**src/rtl/stream_ctrl.sv**
```systemverilog
// stream_ctrl: byte-command decoder feeding a FIFO writer with PAUSE/RESUME watermark flow control.
// Optional error counter enabled by defining STREAM_CTRL_ERRCNT_EN.
module stream_ctrl #(
  parameter int DATA_W   = 4,
  parameter int USED_W   = 11,
  parameter int HI_WM    = 450,
  parameter int LO_WM    = 256,
  parameter int FULL_LVL = 2047
) (
  input  logic              clk,
  input  logic              rst,
  input  logic [7:0]        rx_data,
  input  logic              rx_valid,
  output logic [7:0]        tx_data,
  output logic              tx_valid,
  input  logic              tx_ack,
  output logic              tx_last,
  output logic [DATA_W-1:0] fifo_wdata,
  output logic              fifo_wr,
  input  logic [USED_W-1:0] fifo_used,
  output logic [1:0]        state,
  output logic [7:0]        err_count
);
  typedef enum logic [1:0] {IDLE, WRITE, PAUSED, READ} state_t;
  localparam logic [USED_W-1:0] HI = USED_W'(HI_WM);
  localparam logic [USED_W-1:0] LO = USED_W'(LO_WM);
  localparam logic [USED_W-1:0] FULL = USED_W'(FULL_LVL);
  state_t state_q, state_d;
  logic [7:0] tx_data_q, tx_data_d;
  logic tx_valid_q, tx_valid_d, wr_q, wr_d;
  logic [DATA_W-1:0] wdata_q, wdata_d;
  logic [3:0] cmd;
  logic is_data, is_cmd, free;
  assign cmd     = rx_data[7:4];
  assign is_data = rx_valid && cmd == 4'h0;
  assign is_cmd  = rx_valid && cmd != 4'h0;
  assign free    = !tx_valid_q || tx_ack;
  always_comb begin
    state_d    = state_q;
    tx_valid_d = tx_valid_q && !tx_ack;
    tx_data_d  = tx_data_q;
    wr_d       = is_data && state_q == WRITE && fifo_used < FULL;
    wdata_d    = wr_d ? rx_data[DATA_W-1:0] : wdata_q;
    if (is_cmd)
      state_d = cmd == 4'h1 ? WRITE : cmd == 4'h2 ? READ : IDLE;
    else if (state_q == READ && fifo_used == '0)
      state_d = IDLE;
    else if (free && state_q == WRITE && fifo_used >= HI) begin
      state_d    = PAUSED;
      tx_valid_d = 1'b1;
      tx_data_d  = 8'h40;
    end else if (free && state_q == PAUSED && fifo_used <= LO) begin
      state_d    = WRITE;
      tx_valid_d = 1'b1;
      tx_data_d  = 8'h50;
    end
  end
  always_ff @(posedge clk) begin
    if (rst) begin
      state_q    <= IDLE;
      tx_valid_q <= 1'b0;
      tx_data_q  <= '0;
      wr_q       <= 1'b0;
      wdata_q    <= '0;
    end else begin
      state_q    <= state_d;
      tx_valid_q <= tx_valid_d;
      tx_data_q  <= tx_data_d;
      wr_q       <= wr_d;
      wdata_q    <= wdata_d;
    end
  end
  assign state      = state_q;
  assign tx_valid   = tx_valid_q;
  assign tx_last    = tx_valid_q;
  assign tx_data    = tx_data_q;
  assign fifo_wr    = wr_q;
  assign fifo_wdata = wdata_q;
`ifdef STREAM_CTRL_ERRCNT_EN
  logic [7:0] err_q;
  logic err;
  // dropped DATA and illegal commands are mutually exclusive, so one increment at most
  assign err = (is_data && !wr_d) || (is_cmd && cmd > 4'h3);
  always_ff @(posedge clk) begin
    if (rst) err_q <= '0;
    else if (err && err_q != 8'hFF) err_q <= err_q + 8'd1;
  end
  assign err_count = err_q;
`else
  assign err_count = 8'h00;
`endif
endmodule

```
**config.mk**
```make
export PLATFORM = sky130hd
export DESIGN_NAME = stream_ctrl
export DESIGN_NICKNAME = d
export VERILOG_FILES = /design/src/rtl/stream_ctrl.sv
export SDC_FILE = /design/constraint.sdc
export NUM_CORES = 1
export LEC_CHECK = 0
export CAP_MARGIN = 30
export CORE_MARGIN = 4
export CORE_UTILIZATION = 30
export DETAILED_ROUTE_END_ITERATION = 8
export PLACE_DENSITY_LB_ADDON = 0.3
export SLEW_MARGIN = 20
export SYNTH_ARGS = -nofsm -noshare
export SYNTH_HDL_FRONTEND = slang
export SYNTH_SLANG_ARGS = --single-unit
```
**constraint.sdc**
```tcl
create_clock -name clk -period 2.17 [get_ports clk]
set_input_delay 0.434 -clock clk [delete_from_list [all_inputs] [get_ports clk]]
set_output_delay 0.434 -clock clk [all_outputs]
set_load 0.02 [all_outputs]
```
Word-level counts from Yosys, hierarchy flattened

Cells that the tools add are included.

Input bits: 23
Register bits: 16

Bitwise logic cells: 2
Reduce and logical (&&, ||, !) cells: 19
Order comparisons: 3
Muxes and demuxes: 12
Equal/unequal tests: 5

Operators with widths:

| cell                                                                    | number |
|---|---|
| 8-bit 2-to-1 mux                                                        | 2 |
| 2-bit 2-to-1 mux                                                        | 6 |
| 11-bit by 9-bit >= comparator with 1-bit output (second input constant) | 1 |
| 11-bit by 9-bit <= comparator with 1-bit output (second input constant) | 1 |
| 11-bit zero test                                                        | 1 |
| 11-bit less-than comparator (second input constant)                     | 1 |
| 1-bit logical AND                                                       | 10 |
| 4-bit nonzero test                                                      | 2 |
| 2-bit == test (second input constant)                                   | 2 |
| 4-bit by 1-bit == test with 1-bit output (second input constant)        | 1 |
| 4-bit by 2-bit == test with 1-bit output (second input constant)        | 1 |
| 4-bit zero test                                                         | 1 |
| 1-bit 2-to-1 mux                                                        | 4 |
| 3-bit AND reduction                                                     | 1 |
| 2-bit by 1-bit == test with 1-bit output (second input constant)        | 1 |
| 1-bit zero test                                                         | 2 |
| 1-bit NOT                                                               | 2 |
| 2-bit nonzero test                                                      | 1 |
| 1-bit logical OR                                                        | 1 |

Longest topological paths before layout

Word-level depth: 8
Mapped depth: 5

Worst setup path after synthesis

OpenSTA, ideal clock, no wires.

Path type: input -> register
Start point: input fifo_used[3]
End point: register tx_data_q[4], in the netlist tx_data[4]
Stages on the path: 5
Data arrival time: 1.998 ns
Setup slack: 0.037 ns
Data required time: 2.035 ns
Setup time: 0.135 ns
Path through: or4_4 -> or3_4 -> o41a_1 -> a21oi_2 -> a211oi_2

Word-level cells in the longest chain between the ends: 4

RTL lines:

| element                                                                 | RTL line   | RTL |
|---|---|---|
| from (decl)                                                             | 20         | `input logic [USED_W-1:0] fifo_used,` |
| 11-bit by 9-bit >= comparator with 1-bit output (tied with other cells) | 48         | `else if (free && state_q == WRITE && fifo_used >= HI) begin` |
| 1-bit logical AND, on equally long branches                             | 48, 46, 52 |  |
| 2-bit nonzero test (no source line) / 1-bit NOT (equally long branches) | n/a        |  |
| 3-bit AND reduction (no source line)                                    | n/a        |  |
| to (signal assigned)                                                    | 68         | `tx_data_q <= tx_data_d;` |
| to (decl)                                                               | 29         | `logic [7:0] tx_data_q, tx_data_d;` |

Parallel ways exist; a longest one is shown, timed or not.
A chain may end at the register's enable or synchronous reset.

Final worst setup path

Ends and elaborated chain as after synthesis.

==> metrics.md <==
| Metric | Value |
|---|---|
| Initial core utilization | `32.36%` |
| Final Wtd Congestion | `0.7248` |
| Setup crit start | `fifo_used[3]` |
| Register area share after synthesis | `30.59%` |
| Yosys cell types | `30` |
| Crit share post-route | `98.36%` |
| Post-DP HPWL | `1.313 mm` |
| Mapped cell area | `654.4 um2` |
| CTS H-Tree Depth | `1` |
| Horiz. Die Dim | `54.71 um` |
| Worst-case reg-to-reg path depth | `5` |
| RSZ-0062 raised after global routing | `yes` |
| GR Overflow Total | `0` |
| Adder-cell share of the synthesized area | `0%` |
| Nets@finish | `138` |
| Share of power burned in registers | `40.9%` |
| Reg2reg end | `fifo_wdata[2]` |
| Largest delay contributor family on the critical path | `simple AND/OR/NAND/NOR gates` |
| Clk sinks | `10` |
| Xor/xnor cell area share of the yosys netlist | `around 1.3%` |
| Worst Path Max Fanout | `5` |
| Gate Count Post-Synth | `76` |
| Vias | `approximately 640` |
| IO buf count | `33` |
| Maximum vdd drop | `0.2704 mV` |
| Clk buf depth | `2` |
| Vias/cell | `about 4.6` |
| Post-Syn Area per Cell | `approximately 8.6 um2` |
| Number of antenna violations at the first check in global routing | `0` |
| Slowest CP cell | `or4_4` |
| Fillers | `212` |
| Routed Antenna Nets | `0` |
| First-pass GRT wire length | `about 2.5 mm` |
| Min-Delay Path Class | `reg -> reg` |
| Post-synthesis mux area share | `between 6 and 7%` |
| Max Clock Skew | `0.002079 ns` |
| Vias in the first global route | `slightly above 600` |
| Fin. max-slew vios | `0` |
| Asr flop ratio synth | `0%` |
| Leading cell type in the layout, fill and taps excluded | `clkdlybuf4s50_1` |
| Simple-gate share of the synthesized area | `about a fifth` |
| CTS tree | `yes` |
| Final setup fails | `0` |
| # diodes | `0` |
| PD cells | `roughly 450 nW/um2` |
| Power Total | `approximately 0.46 mW` |
| Drt pass-1 iters | `4` |
| Synthesis Warnings | `0` |
| Share of cells above drive strength 1 | `14.04%` |
| Lkg Pwr | `~0.37 nW` |
| Number of flops mapped to enable cells by yosys | `0` |
| Clock Root Buffer | `clkbuf_4` |
| Number of max-cap violations | `0` |
| CP Launch Type | `primary input` |
| FF-to-FF setup slack | `0.48 ns` |
| Reg-to-reg startpoint | `state[0]` |
| Height of the die | `54.71 um` |
| Hold WS | `0.4584 ns` |
| Worst setup path endpoint | `tx_data[4]` |
| Crit-path max cell delay | `0.53 ns` |
| WL final | `1.619 mm` |
| I/O Pins | `48` |
| Global Route Usage Sum | `a little under an eighth` |
| Synth-to-layout area growth | `55.64%` |
| Drt drc | `0` |
| Largest family of logic cells by synthesized area | `simple AND/OR/NAND/NOR gates` |
| Clk_lat worst skew | `~0.26 ns` |
| Stages on worst setup path | `6` |
| Core Box Area | `~2000 um2` |
| Switching pwr | `0.1227 mW` |
| Iteration-0 DRC Markers | `3` |
| Final Hold Viols | `0` |
| Worst EP required | `around 2.3 ns` |
| Largest net degree at the start of global routing | `11` |
| Max Fclk | `468.5 MHz` |
| WP buf/inv | `1` |
| Flops & latches, synth | `10` |
| Critical-path cell list | `dlygate4sd2_1 > or4_4 > or3_4 > o41a_1 > a21oi_2 > a211oi_2` |
| Crit Path Category | `in -> reg` |
| CP endpoint kind | `flip-flop` |
| Total die area | `around 3000 um2` |
| Post-CTS Hold Buffers | `0` |
| CTS buffer count | `3` |
| Comb power frac | `23.0%` |
| Outcome | `finished, final reports clean` |
| Pint | `0.3401 mW` |
| Commonest non-fill, non-tap cells in the layout | `clkdlybuf4s50_1, conb_1, dfxtp_1` |
| Power share of the clock group | `36.0%` |
| Sw frac | `26.51%` |
| Drt wl/cell | `11.48 um` |
| Num rows | `16` |
| Most used flip-flop cell after synthesis | `dfxtp_1` |
| Tmin final | `2.134 ns` |
| Post-synthesis compound-gate area fraction | `20.46%` |
| WP data arrival | `approximately 2.3 ns` |
| Reg clk slew, reported paths | `0.07 ns` |
## per-layer routing
metal  vias to the layer above  wire length (um)  global-route usage [%]
met5                         -                 0                       0
met2                        37               649                   17.91
met4                         0                 0                   6.224
li1                        318                 -                       -
met1                       287               716                   13.50
met3                         0               253                   5.177
## state kept, by name, indices dropped and copies added, names as in the netlist
register    count
tx_data         2
fifo_wdata      4
fifo_wr         1
tx_last         1
state           2
## worst reg2reg max path, stage by stage (launching register included)
cell and delay (ns):
dfxtp_1 0.45, nand2b_1 0.14, or3_1 0.34, nor3_2 0.36, mux2i_1 0.24, nor2_1 0.05
## power by group through the flow
stage	clock, mW	combinational (mW)	sequential (mW)
6_report	0.167	0.107	0.189
3_5_place_dp	0	0.109	0.194
4_1_cts	0.173	0.107	0.189
3_3_place_gp	0	0.108	0.194
5_1_grt	0.186	0.116	0.190
2_1_floorplan	0	0.0633	0.197
## logic make-up after synthesis
group,count (synthesis)
simple gates,25
other cells,1
compound gates,15
mux,4
xor+xnor,1
flops,10
buf+inv,20
## synth_stat cells, types with 2 or more instances
library cell,n,area [um2]
a21oi_1,4,20.02
buf_4,15,112.6
dfxtp_1,10,200.2
inv_1,4,15.01
mux2i_1,4,40.04
nand2_1,3,11.26
nand2b_1,2,12.51
nand3_1,2,10.01
nand4_1,2,12.51
nor2_1,7,26.28
nor3_1,3,15.01
or3_1,2,12.51
## what timing repair did
action | 4_1_cts | 5_1_grt
setup buffers | 0 | 0
endpoints found under the setup margin | 5 | 8
pin swaps | 4 | 2
resized for setup | 7 | 1
## final cells by class
type                            count  area [um2]  share of cell area (%)
Timing Repair Buffer               37       352.8                   34.64
Tap cell                           27       33.78                   3.317
Multi-Input combinational cell     59       380.4                   37.35
Clock buffer                        4       36.28                   3.563
Sequential cell                    10       200.2                   19.66
Inverter                            4       15.01                   1.474
## worst min-delay path by stage
stage	start	end	cells after the start
after floorplan	tx_data[6]	tx_data[6]	2
after global placement	tx_data[6]	tx_data[6]	2
after detailed placement	tx_data[6]	tx_data[6]	2
after CTS	tx_data[6]	tx_data[6]	2
after global routing	tx_data[6]	tx_data[6]	2
final	tx_data[6]	tx_data[6]	2
## stage by stage
step / setup WS [ns] / instances / TNS, ns / cell area [um2] / utilization [%]
global route: -0.01697 / 141 / -0.02725 / 1018 / 50.37
finish: 0.03557 / 141 / 0 / 1018 / 50.37
detailed placement: -0.4878 / 137 / -2.797 / 980.9 / 48.51
floorplan: 0.03673 / 89 / 0 / 703.2 / -
global placement: -0.4404 / 137 / -2.530 / 980.9 / 48.51
CTS: 0.004172 / 141 / 0 / 1013 / 50.12
Power figures use the tool's default switching activity.
